[config.mk]
export PLATFORM = sky130hd
export DESIGN_NAME = demo_scene_sequencer
export DESIGN_NICKNAME = d
export VERILOG_FILES = /design/src/rtl/demo_seq_pkg.sv /design/src/rtl/sync_edge_detect.sv /design/src/rtl/demo_scene_sequencer.sv
export SDC_FILE = /design/constraint.sdc
export NUM_CORES = 1
export LEC_CHECK = 0
export CAP_MARGIN = 20
export CORE_MARGIN = 5
export CORE_UTILIZATION = 58
export DETAILED_ROUTE_END_ITERATION = 6
export PLACE_DENSITY = 0.84
export SETUP_SLACK_MARGIN = 0.1
export SYNTH_ARGS = -nofsm -noshare
export SYNTH_HDL_FRONTEND = slang
export SYNTH_SLANG_ARGS = --single-unit
[constraint.sdc]
create_clock -name clk -period 6.35 [get_ports clk]
set_clock_uncertainty 0.15 [all_clocks]
set_input_delay 0.9525 -clock clk [delete_from_list [all_inputs] [get_ports clk]]
set_output_delay 0.9525 -clock clk [all_outputs]
set_load 0.02 [all_outputs]
[src/rtl/demo_seq_pkg.sv]
// demo_seq_pkg: scene table, fade limits and sequencer state type for demo_scene_sequencer.
package demo_seq_pkg;
  typedef enum logic [1:0] {FADE_IN, HOLD, FADE_OUT} seq_state_e;
  localparam int SCENE_COUNT = 4;
  localparam logic [7:0] SCENE_FRAMES [SCENE_COUNT] = '{8'd8, 8'd16, 8'd8, 8'd16};
  localparam logic [9:0] SCROLL_DX [SCENE_COUNT] = '{10'd1, 10'd2, 10'd0, 10'd3};
  localparam logic [1:0] FADE_MAX = 2'd3;
endpackage

[src/rtl/sync_edge_detect.sv]
// sync_edge_detect: registered previous value, one-cycle pulse on a 0->1 transition of d_i.
module sync_edge_detect (
  input  logic clk,
  input  logic reset,
  input  logic d_i,
  output logic rise_o
);
  logic prev_q;
  always_ff @(posedge clk) begin
    if (reset) prev_q <= 1'b0;
    else prev_q <= d_i;
  end
  assign rise_o = d_i & ~prev_q;
endmodule

[src/rtl/demo_scene_sequencer.sv]
// demo_scene_sequencer: per-frame scene/fade/scroll scheduler driven by vsync ticks.
// Define DEMO_STEP_EN to enable manual scene advance on a rising edge of step.
module demo_scene_sequencer
  import demo_seq_pkg::*;
#(
  parameter int NUM_SCENES  = SCENE_COUNT,
  parameter int STEP_FRAMES = 4,
  parameter bit VSYNC_POL   = 1'b0
) (
  input  logic        clk,
  input  logic        reset,
  input  logic        vsync,
  input  logic        pause,
  input  logic        step,
  output logic [2:0]  scene_id,
  output logic [1:0]  fade,
  output logic [9:0]  scroll_x,
  output logic        scene_start,
  output logic [15:0] frame_count
);
  localparam int SW = $clog2(SCENE_COUNT);
  seq_state_e state_q;
  logic [7:0] step_cnt_q, hold_cnt_q;
  logic [2:0] scene_id_q, scene_d;
  logic [1:0] fade_q;
  logic [9:0] scroll_q;
  logic [15:0] frame_q;
  logic scene_start_q, tick, step_rise, accept, last_step;
  logic [SW-1:0] sidx;
  sync_edge_detect u_vsync (.clk(clk), .reset(reset), .d_i(vsync == VSYNC_POL), .rise_o(tick));
`ifdef DEMO_STEP_EN
  sync_edge_detect u_step (.clk(clk), .reset(reset), .d_i(step), .rise_o(step_rise));
`else
  logic unused_step;
  assign unused_step = step;
  assign step_rise = 1'b0;
`endif
  assign sidx = scene_id_q[SW-1:0];
  assign scene_d = (scene_id_q == 3'(NUM_SCENES - 1)) ? 3'd0 : scene_id_q + 3'd1;
  assign accept = tick & ~pause;
  assign last_step = step_cnt_q == 8'(STEP_FRAMES - 1);
  always_ff @(posedge clk) begin
    scene_start_q <= 1'b0;
    if (reset) begin
      state_q <= FADE_IN;
      step_cnt_q <= 8'd0;
      hold_cnt_q <= 8'd0;
      scene_id_q <= 3'd0;
      fade_q <= 2'd0;
      scroll_q <= 10'd0;
      frame_q <= 16'd0;
    end else if (step_rise) begin
      scene_id_q <= scene_d;
      fade_q <= 2'd0;
      scroll_q <= 10'd0;
      step_cnt_q <= 8'd0;
      state_q <= FADE_IN;
      scene_start_q <= 1'b1;
    end else if (accept) begin
      frame_q <= frame_q + 16'd1;
      scroll_q <= scroll_q + SCROLL_DX[sidx];
      case (state_q)
        FADE_IN: begin
          step_cnt_q <= last_step ? 8'd0 : step_cnt_q + 8'd1;
          if (last_step) fade_q <= fade_q + 2'd1;
          if (last_step && fade_q + 2'd1 == FADE_MAX) begin
            state_q <= HOLD;
            hold_cnt_q <= 8'd0;
          end
        end
        HOLD: begin
          hold_cnt_q <= hold_cnt_q + 8'd1;
          if (hold_cnt_q == SCENE_FRAMES[sidx] - 8'd1) begin
            state_q <= FADE_OUT;
            step_cnt_q <= 8'd0;
          end
        end
        FADE_OUT: begin
          step_cnt_q <= last_step ? 8'd0 : step_cnt_q + 8'd1;
          if (last_step) fade_q <= fade_q - 2'd1;
          // Reaching black ends the scene; the scroll restart overrides this tick's step.
          if (last_step && fade_q == 2'd1) begin
            scene_id_q <= scene_d;
            scroll_q <= 10'd0;
            state_q <= FADE_IN;
            scene_start_q <= 1'b1;
          end
        end
        default: state_q <= FADE_IN;
      endcase
    end
  end
  assign scene_id = scene_id_q;
  assign fade = fade_q;
  assign scroll_x = scroll_q;
  assign scene_start = scene_start_q;
  assign frame_count = frame_q;
endmodule

==> results of run 1 <==
[worst paths after layout]
check | start | endpoint | cells after the start
worst max-delay path | vsync | step_cnt_q[5] | 5
worst min-delay path | scene_id[2] | scene_id[2] | 2
worst max register to register | scene_id[0] | scroll_x[8] | 9
worst min register to register | scene_id[2] | scene_id[2] | 2
[Yosys cell counts (2+ instances only)]
master	number	share of area
a211o_1	2	0.0067
a21oi_1	16	0.030
a22o_2	3	0.011
and2_1	3	0.0071
and3_1	6	0.014
and4_1	5	0.017
buf_2	2	0.0038
clkbuf_1	4	0.0057
dfxtp_1	51	0.39
ha_1	11	0.052
inv_1	7	0.010
mux2_2	2	0.0086
mux2i_1	2	0.0076
nand2_1	16	0.023
nand2b_1	3	0.0071
nand3_1	18	0.034
nand4_1	14	0.033
nor2_1	33	0.047
nor2b_1	7	0.017
nor3_1	5	0.0095
nor3_2	2	0.0076
nor3b_1	2	0.0057
nor4_1	3	0.0071
nor4b_4	2	0.018
o21ai_0	12	0.023
or3_1	9	0.021
xnor2_1	12	0.040
xor2_1	10	0.033
[report_power, final]
part           leakage (nW)  internal, mW  switching (mW)
Combinational         0.655        0.0101          0.0173
Sequential            0.411         0.322         0.00311
Clock                0.0618         0.130           0.110
Total                  1.13         0.462           0.130
[worst register-to-register path: stages, from the launching register on]
cell     delay [ns]
dfxtp_1        0.50
inv_1          0.13
ha_1           0.32
inv_1          0.08
ha_1           0.18
fa_1           0.19
nor4b_1        0.76
nand4_1        0.20
xnor2_1        0.21
nor2b_1        0.16
[routing by layer]
metal	part of all wire	GRT usage
met3	0.054	0.05152
met4	0.013	0.05498
met2	0.46	0.2955
met1	0.47	0.2647
met5	0	0
[kinds of logic (layout without fill, tap and decap cells)]
| kind of cell | Yosys count | after routing | share of synthesized area |
|---|---|---|---|
| muxes | 4 | 4 | 0.01618 |
| buffers and inverters | 14 | 51 | 0.02380 |
| DFF | 51 | 51 | 0.3884 |
| adders and majority gates | 12 | 12 | 0.05997 |
| and+or+nand+nor | 139 | 139 | 0.3132 |
| xor gates and xnor gates | 22 | 22 | 0.07330 |
| AOI/OAI and AO/OA | 47 | 47 | 0.1252 |
[metrics by stage]
stage / hold slack [ns] / util
floorplan: 0.3157 / -
global placement: 0.2955 / 0.6878
detailed placement: 0.3035 / 0.6878
CTS: 0.3180 / 0.7155
global route: 0.3523 / 0.7155
finish: 0.3138 / 0.7155
[area by class of cell]
class                   instances  area (um2)
clock inverters                 2       38.79
multi-input cells             224        1545
repair buffers                 36       357.8
flip-flops and latches         51        1021
well taps                      52       65.06
fillers                       338        1247
clock buffers                   6       82.58
inverters                       7       26.28
[state kept, by name, indices dropped and copies added, names as in the netlist]
name / count
frame_count: 16
scroll_x: 10
hold_cnt_q: 8
step_cnt_q: 8
scene_id: 3
fade: 2
state_q: 2
scene_start: 1
u_vsync.prev_q: 1
[layout by cell type, fill, tap and decap left out, drive strengths merged, types with 3 or more instances in the layout]
master / n
nand2: 16
clkdlybuf4s50: 35
nor3: 7
nand4: 14
ha: 11
or3: 10
and4: 5
nor2b: 7
nand3: 18
nor2: 33
xor2: 10
o21ai: 12
and2: 3
a21oi: 16
xnor2: 12
clkbuf: 6
nand2b: 3
and3: 6
inv: 8
dfxtp: 51
nor4: 5
nor4b: 3
a22o: 4
==> impl_metrics.json, run 1 <==
{
  "fin_crit_sh": 0.5003,
  "slew_headroom": 0.3747,
  "crit_buf_inv": 1,
  "cts_resized": 0,
  "hold_viol": 0,
  "io_pins": 37,
  "crit_type": "in2reg",
  "nets": 342,
  "slew_violations": 0,
  "die_w_um": 77.32,
  "path_clk_slew_ns": 0.09,
  "cp_max_fo": 10,
  "finalSetupTns_ns": 0,
  "clock-sinks": 51,
  "wirelength_um": 5497,
  "reg2reg_slack_ns": 3.40,
  "die_y_um": 77.32,
  "synth_cell_types": 55,
  "post_cts_buffers": 0,
  "worst_slew_pin_slew_ns": 0.9250,
  "rows": 24,
  "slowest_delay_ns": 0.68,
  "initial_core_util": 0.5996,
  "cts_tree": "yes",
  "coreArea_mm2": 0.004384,
  "synth_cells": 289,
  "root_buffer": "clkbuf_8",
  "wl_per_cell_um": 14.54,
  "p_leak_nw": 1.128,
  "status": "finished, final reports clean",
  "crit_chain": "clkdlybuf4s50_1 -> nor3_2 -> nand2b_1 -> o31a_1 -> a211o_1",
  "cts_buffers": 5,
  "area_delta_synth_final_pct": 19.32,
  "place_ws_ns": 2.879,
  "clk_latency_ns": 0.31,
  "setup_ws_ns": 3.173,
  "netlist_area_mm2": 0.002629,
  "synth_seq_area_share": 0.3884,
  "grt_pass1_wl_um": 9625,
  "ys.flop_type": "dfxtp_1",
  "synth_edf_count": 0,
  "period_minus_slack_ns": 3.177,
  "postPlaceCellArea_mm2": 0.003015,
  "port_buffers": 35,
  "antenna_found_initial": 0,
  "vias_per_cell": 5.910,
  "synthArstFlopShare": 0,
  "place.gp.congestion": 0.8189,
  "dp_hpwl_um": 3980,
  "fin_total_pwr_mw": 0.5919,
  "finalSetupViolCount": 0,
  "die_area_mm2": 0.005978,
  "drive_above_1_share": 0.09202,
  "cts_hold_buf": 0,
  "power.density_mw_per_mm2": 188.7,
  "dp_cells": 370,
  "maxCapViolCount": 0,
  "final_area_mm2": 0.003137,
  "syn_avg_cell_area_um2": 9.096,
  "ys_seq_elements": 51,
  "yosys_warnings": 0,
  "gr-total-overflow": 0,
  "first_global_vias": 2073,
  "ir_worst_vdd_mv": 0.1475,
  "grt_max_degree": 40,
  "cp.arrival_ns": 3.23,
  "rsz0062_at_grt": "no",
  "cts.htree.levels": 2,
  "clk_path_buf_depth": 2,
  "drtIter0Drc": 160,
  "critPathLaunchType": "input port",
  "cp_top_family": "simple AND/OR/NAND/NOR gates",
  "end_kind": "register",
  "cp_slowest_cell": "nor3_2",
  "grt.total_usage": 0.1920,
  "postRouteAntennaNets": 0,
  "via_count": 2234,
  "finalNonFillerCells": 378,
  "max_freq_mhz": 314.8,
  "first_pass_iters": 4,
  "hp-class": "reg2reg",
  "syn-num-nets": 306,
  "route.detailed.drc": 0,
  "worstPathRequired_ns": 6.40,
  "diodes": 0
}
Power figures use the tool's default switching activity.
==> run 2: changes to the inputs <==
--- a/config.mk
+++ b/config.mk
@@ -7,9 +7,9 @@
 export LEC_CHECK = 0
 export CAP_MARGIN = 20
 export CORE_MARGIN = 5
-export CORE_UTILIZATION = 58
+export CORE_UTILIZATION = 49
 export DETAILED_ROUTE_END_ITERATION = 6
-export PLACE_DENSITY = 0.84
+export PLACE_DENSITY = 0.76
 export SETUP_SLACK_MARGIN = 0.1
 export SYNTH_ARGS = -nofsm -noshare
 export SYNTH_HDL_FRONTEND = slang
==> constraint.sdc (replaced) <==
create_clock -name clk -period 2.8 [get_ports clk]
set_clock_uncertainty 0.15 [all_clocks]
set_input_delay 0.42 -clock clk [delete_from_list [all_inputs] [get_ports clk]]
set_output_delay 0.42 -clock clk [all_outputs]
set_load 0.02 [all_outputs]
==> impl_metrics.json, run 2 (synthesis gave the netlist of run 1 again) <==
{
  "cts_hold_buf": 0,
  "slowest_delay_ns": 0.54,
  "min-delay-start": "scene_id[2]",
  "cp.arrival_ns": 2.63,
  "p_int_mw": 0.9336,
  "power.density_mw_per_mm2": 384.6,
  "fin_total_pwr_mw": 1.237,
  "layout_common_cells": "49 x dfxtp_1, 35 x clkdlybuf4s50_1, 32 x nor2_1, 18 x nand3_1",
  "clk_path_buf_depth": 2,
  "critPathLaunchType": "register",
  "finalNonFillerCells": 405,
  "max_freq_mhz": 387.3,
  "io_pins": 37,
  "die_w_um": 83.25,
  "p_sw_mw": 0.3031,
  "slew_violations": 0,
  "grt_max_degree": 33,
  "root_buffer": "clkbuf_8",
  "r2r-end": "step_cnt_q[0]",
  "reg2reg_slack_ns": 0.22,
  "hold_path_end": "scene_id[2]",
  "grt_pass1_wl_um": 9784,
  "clk_latency_ns": 0.31,
  "finalSetupViolCount": 0,
  "area_delta_synth_final_pct": 22.32,
  "cts.htree.levels": 2,
  "hold_viol": 0,
  "crit_type": "reg2reg",
  "largest_register_ff_count": 16,
  "r2r_start": "scene_id[1]",
  "cp_slowest_cell": "or4b_4",
  "diodes": 0,
  "wirelength_um": 5552,
  "crit_buf_inv": 1,
  "p_leak_nw": 1.162,
  "min_path_cells": 2,
  "status": "finished, final reports clean",
  "hp-class": "reg2reg",
  "rsz0062_at_grt": "no",
  "combinationalPowerShare": 0.055,
  "fin_crit_sh": 0.9220,
  "worst_slew_pin_slew_ns": 0.5838,
  "first_global_vias": 2132,
  "cts_tree": "yes",
  "first_pass_iters": 5,
  "nets": 351,
  "die_y_um": 83.25,
  "grt.total_usage": 0.1661,
  "drtIter0Drc": 119,
  "clkPwrFrac": 0.350,
  "cp_max_fo": 7,
  "via_count": 2259,
  "clock-sinks": 51,
  "cp_top_family": "simple AND/OR/NAND/NOR gates",
  "route.detailed.drc": 0,
  "end_kind": "register",
  "dp_hpwl_um": 4007,
  "finalSetupTns_ns": 0,
  "postRouteAntennaNets": 0,
  "worstPathRequired_ns": 2.85,
  "maxCapViolCount": 0,
  "coreArea_mm2": 0.005172,
  "place_ws_ns": 0.1059,
  "crit_chain": "inv_1 -> ha_4 -> nor2_2 -> ha_1 -> xnor2_1 -> or4b_4 -> o31a_1 -> mux2_2",
  "port_buffers": 35,
  "path_clk_slew_ns": 0.09,
  "antenna_found_initial": 0,
  "vias_per_cell": 5.578,
  "netSwitchingFraction": 0.2451,
  "mostFrequentLayoutCell": "dfxtp_1",
  "rows": 26,
  "dp_cells": 397,
  "gr-total-overflow": 0,
  "r2r_cells": 8,
  "initial_core_util": 0.5082,
  "pwr-share-seq": 0.595,
  "ir_worst_vdd_mv": 0.1802,
  "period_minus_slack_ns": 2.582,
  "slew_headroom": 0.6087,
  "wl_per_cell_um": 13.71,
  "cts_buffers": 5,
  "drive_above_1_share": 0.1343,
  "setup_ws_ns": 0.2183,
  "place.gp.congestion": 0.8120,
  "die_area_mm2": 0.006930
}
run 2: cell count changes in the layout (fill, tap and decap cells not counted), sizes merged:
cell / before / now
buf: 1 / 10
bufinv: 1 / 0
clkbuf: 6 / 5
clkinv: 0 / 2
run 2: final cells by class:
class,count,area [um2]
sequential,51,1026
clock inverter,3,18.77
timing repair buffer,45,425.4
tap,70,87.58
inverter,7,26.28
clock buffer,5,68.82
multi-input combinational,224,1563
fill,421,1957
run 2: worst max path at each step:
stage / startpoint / end / slack (ns) / cells after the start
final: scene_id[1] / step_cnt_q[0] / 0.22 / 8
after floorplan: scene_id[0] / step_cnt_q[5] / 0.17 / 8
after global placement: scene_id[1] / step_cnt_q[5] / 0.19 / 8
after detailed placement: scene_id[1] / step_cnt_q[5] / 0.11 / 8
after CTS: scene_id[1] / step_cnt_q[5] / 0.12 / 8
after global routing: scene_id[1] / step_cnt_q[0] / 0.12 / 8
run 2: power groups by stage:
stage               Sequential (mW)  Clock [mW]  Combinational (mW)
global route                  0.737       0.467              0.0761
global placement              0.754           0              0.0674
finish                        0.736       0.433              0.0682
detailed placement            0.754           0              0.0683
floorplan                     0.756           0              0.0385
CTS                           0.737       0.443              0.0687
run 2: metrics by stage:
step           hold WS, ns  utilization  instance area [um2]
2_1_floorplan       0.3157            -                 2630
3_3_place_gp        0.2987       0.6006                 3107
3_5_place_dp        0.3157       0.6006                 3107
4_1_cts             0.3304       0.6176                 3194
5_1_grt             0.3387       0.6217                 3216
6_report            0.3264       0.6217                 3216
run 2: what timing repair did:
| item | in CTS | in global routing |
|---|---|---|
| endpoints found under the setup margin | 1 | 6 |
| gates resized for setup | 0 | 7 |
| setup buffers | 0 | 0 |
| pin swaps | 1 | 3 |
| cloned | 0 | 0 |
run 2: per-layer routing:
metal | global-route usage | wire length (um)
met1 | 0.2228 | 2763
met2 | 0.2675 | 2553
met3 | 0.03168 | 163
met4 | 0.05498 | 72
met5 | 0 | 0
run 2: worst min-delay path: stages, from the launching register on:
cell and delay [ns]:
dfxtp_1 0.32, inv_1 0.07, a211oi_1 0.05
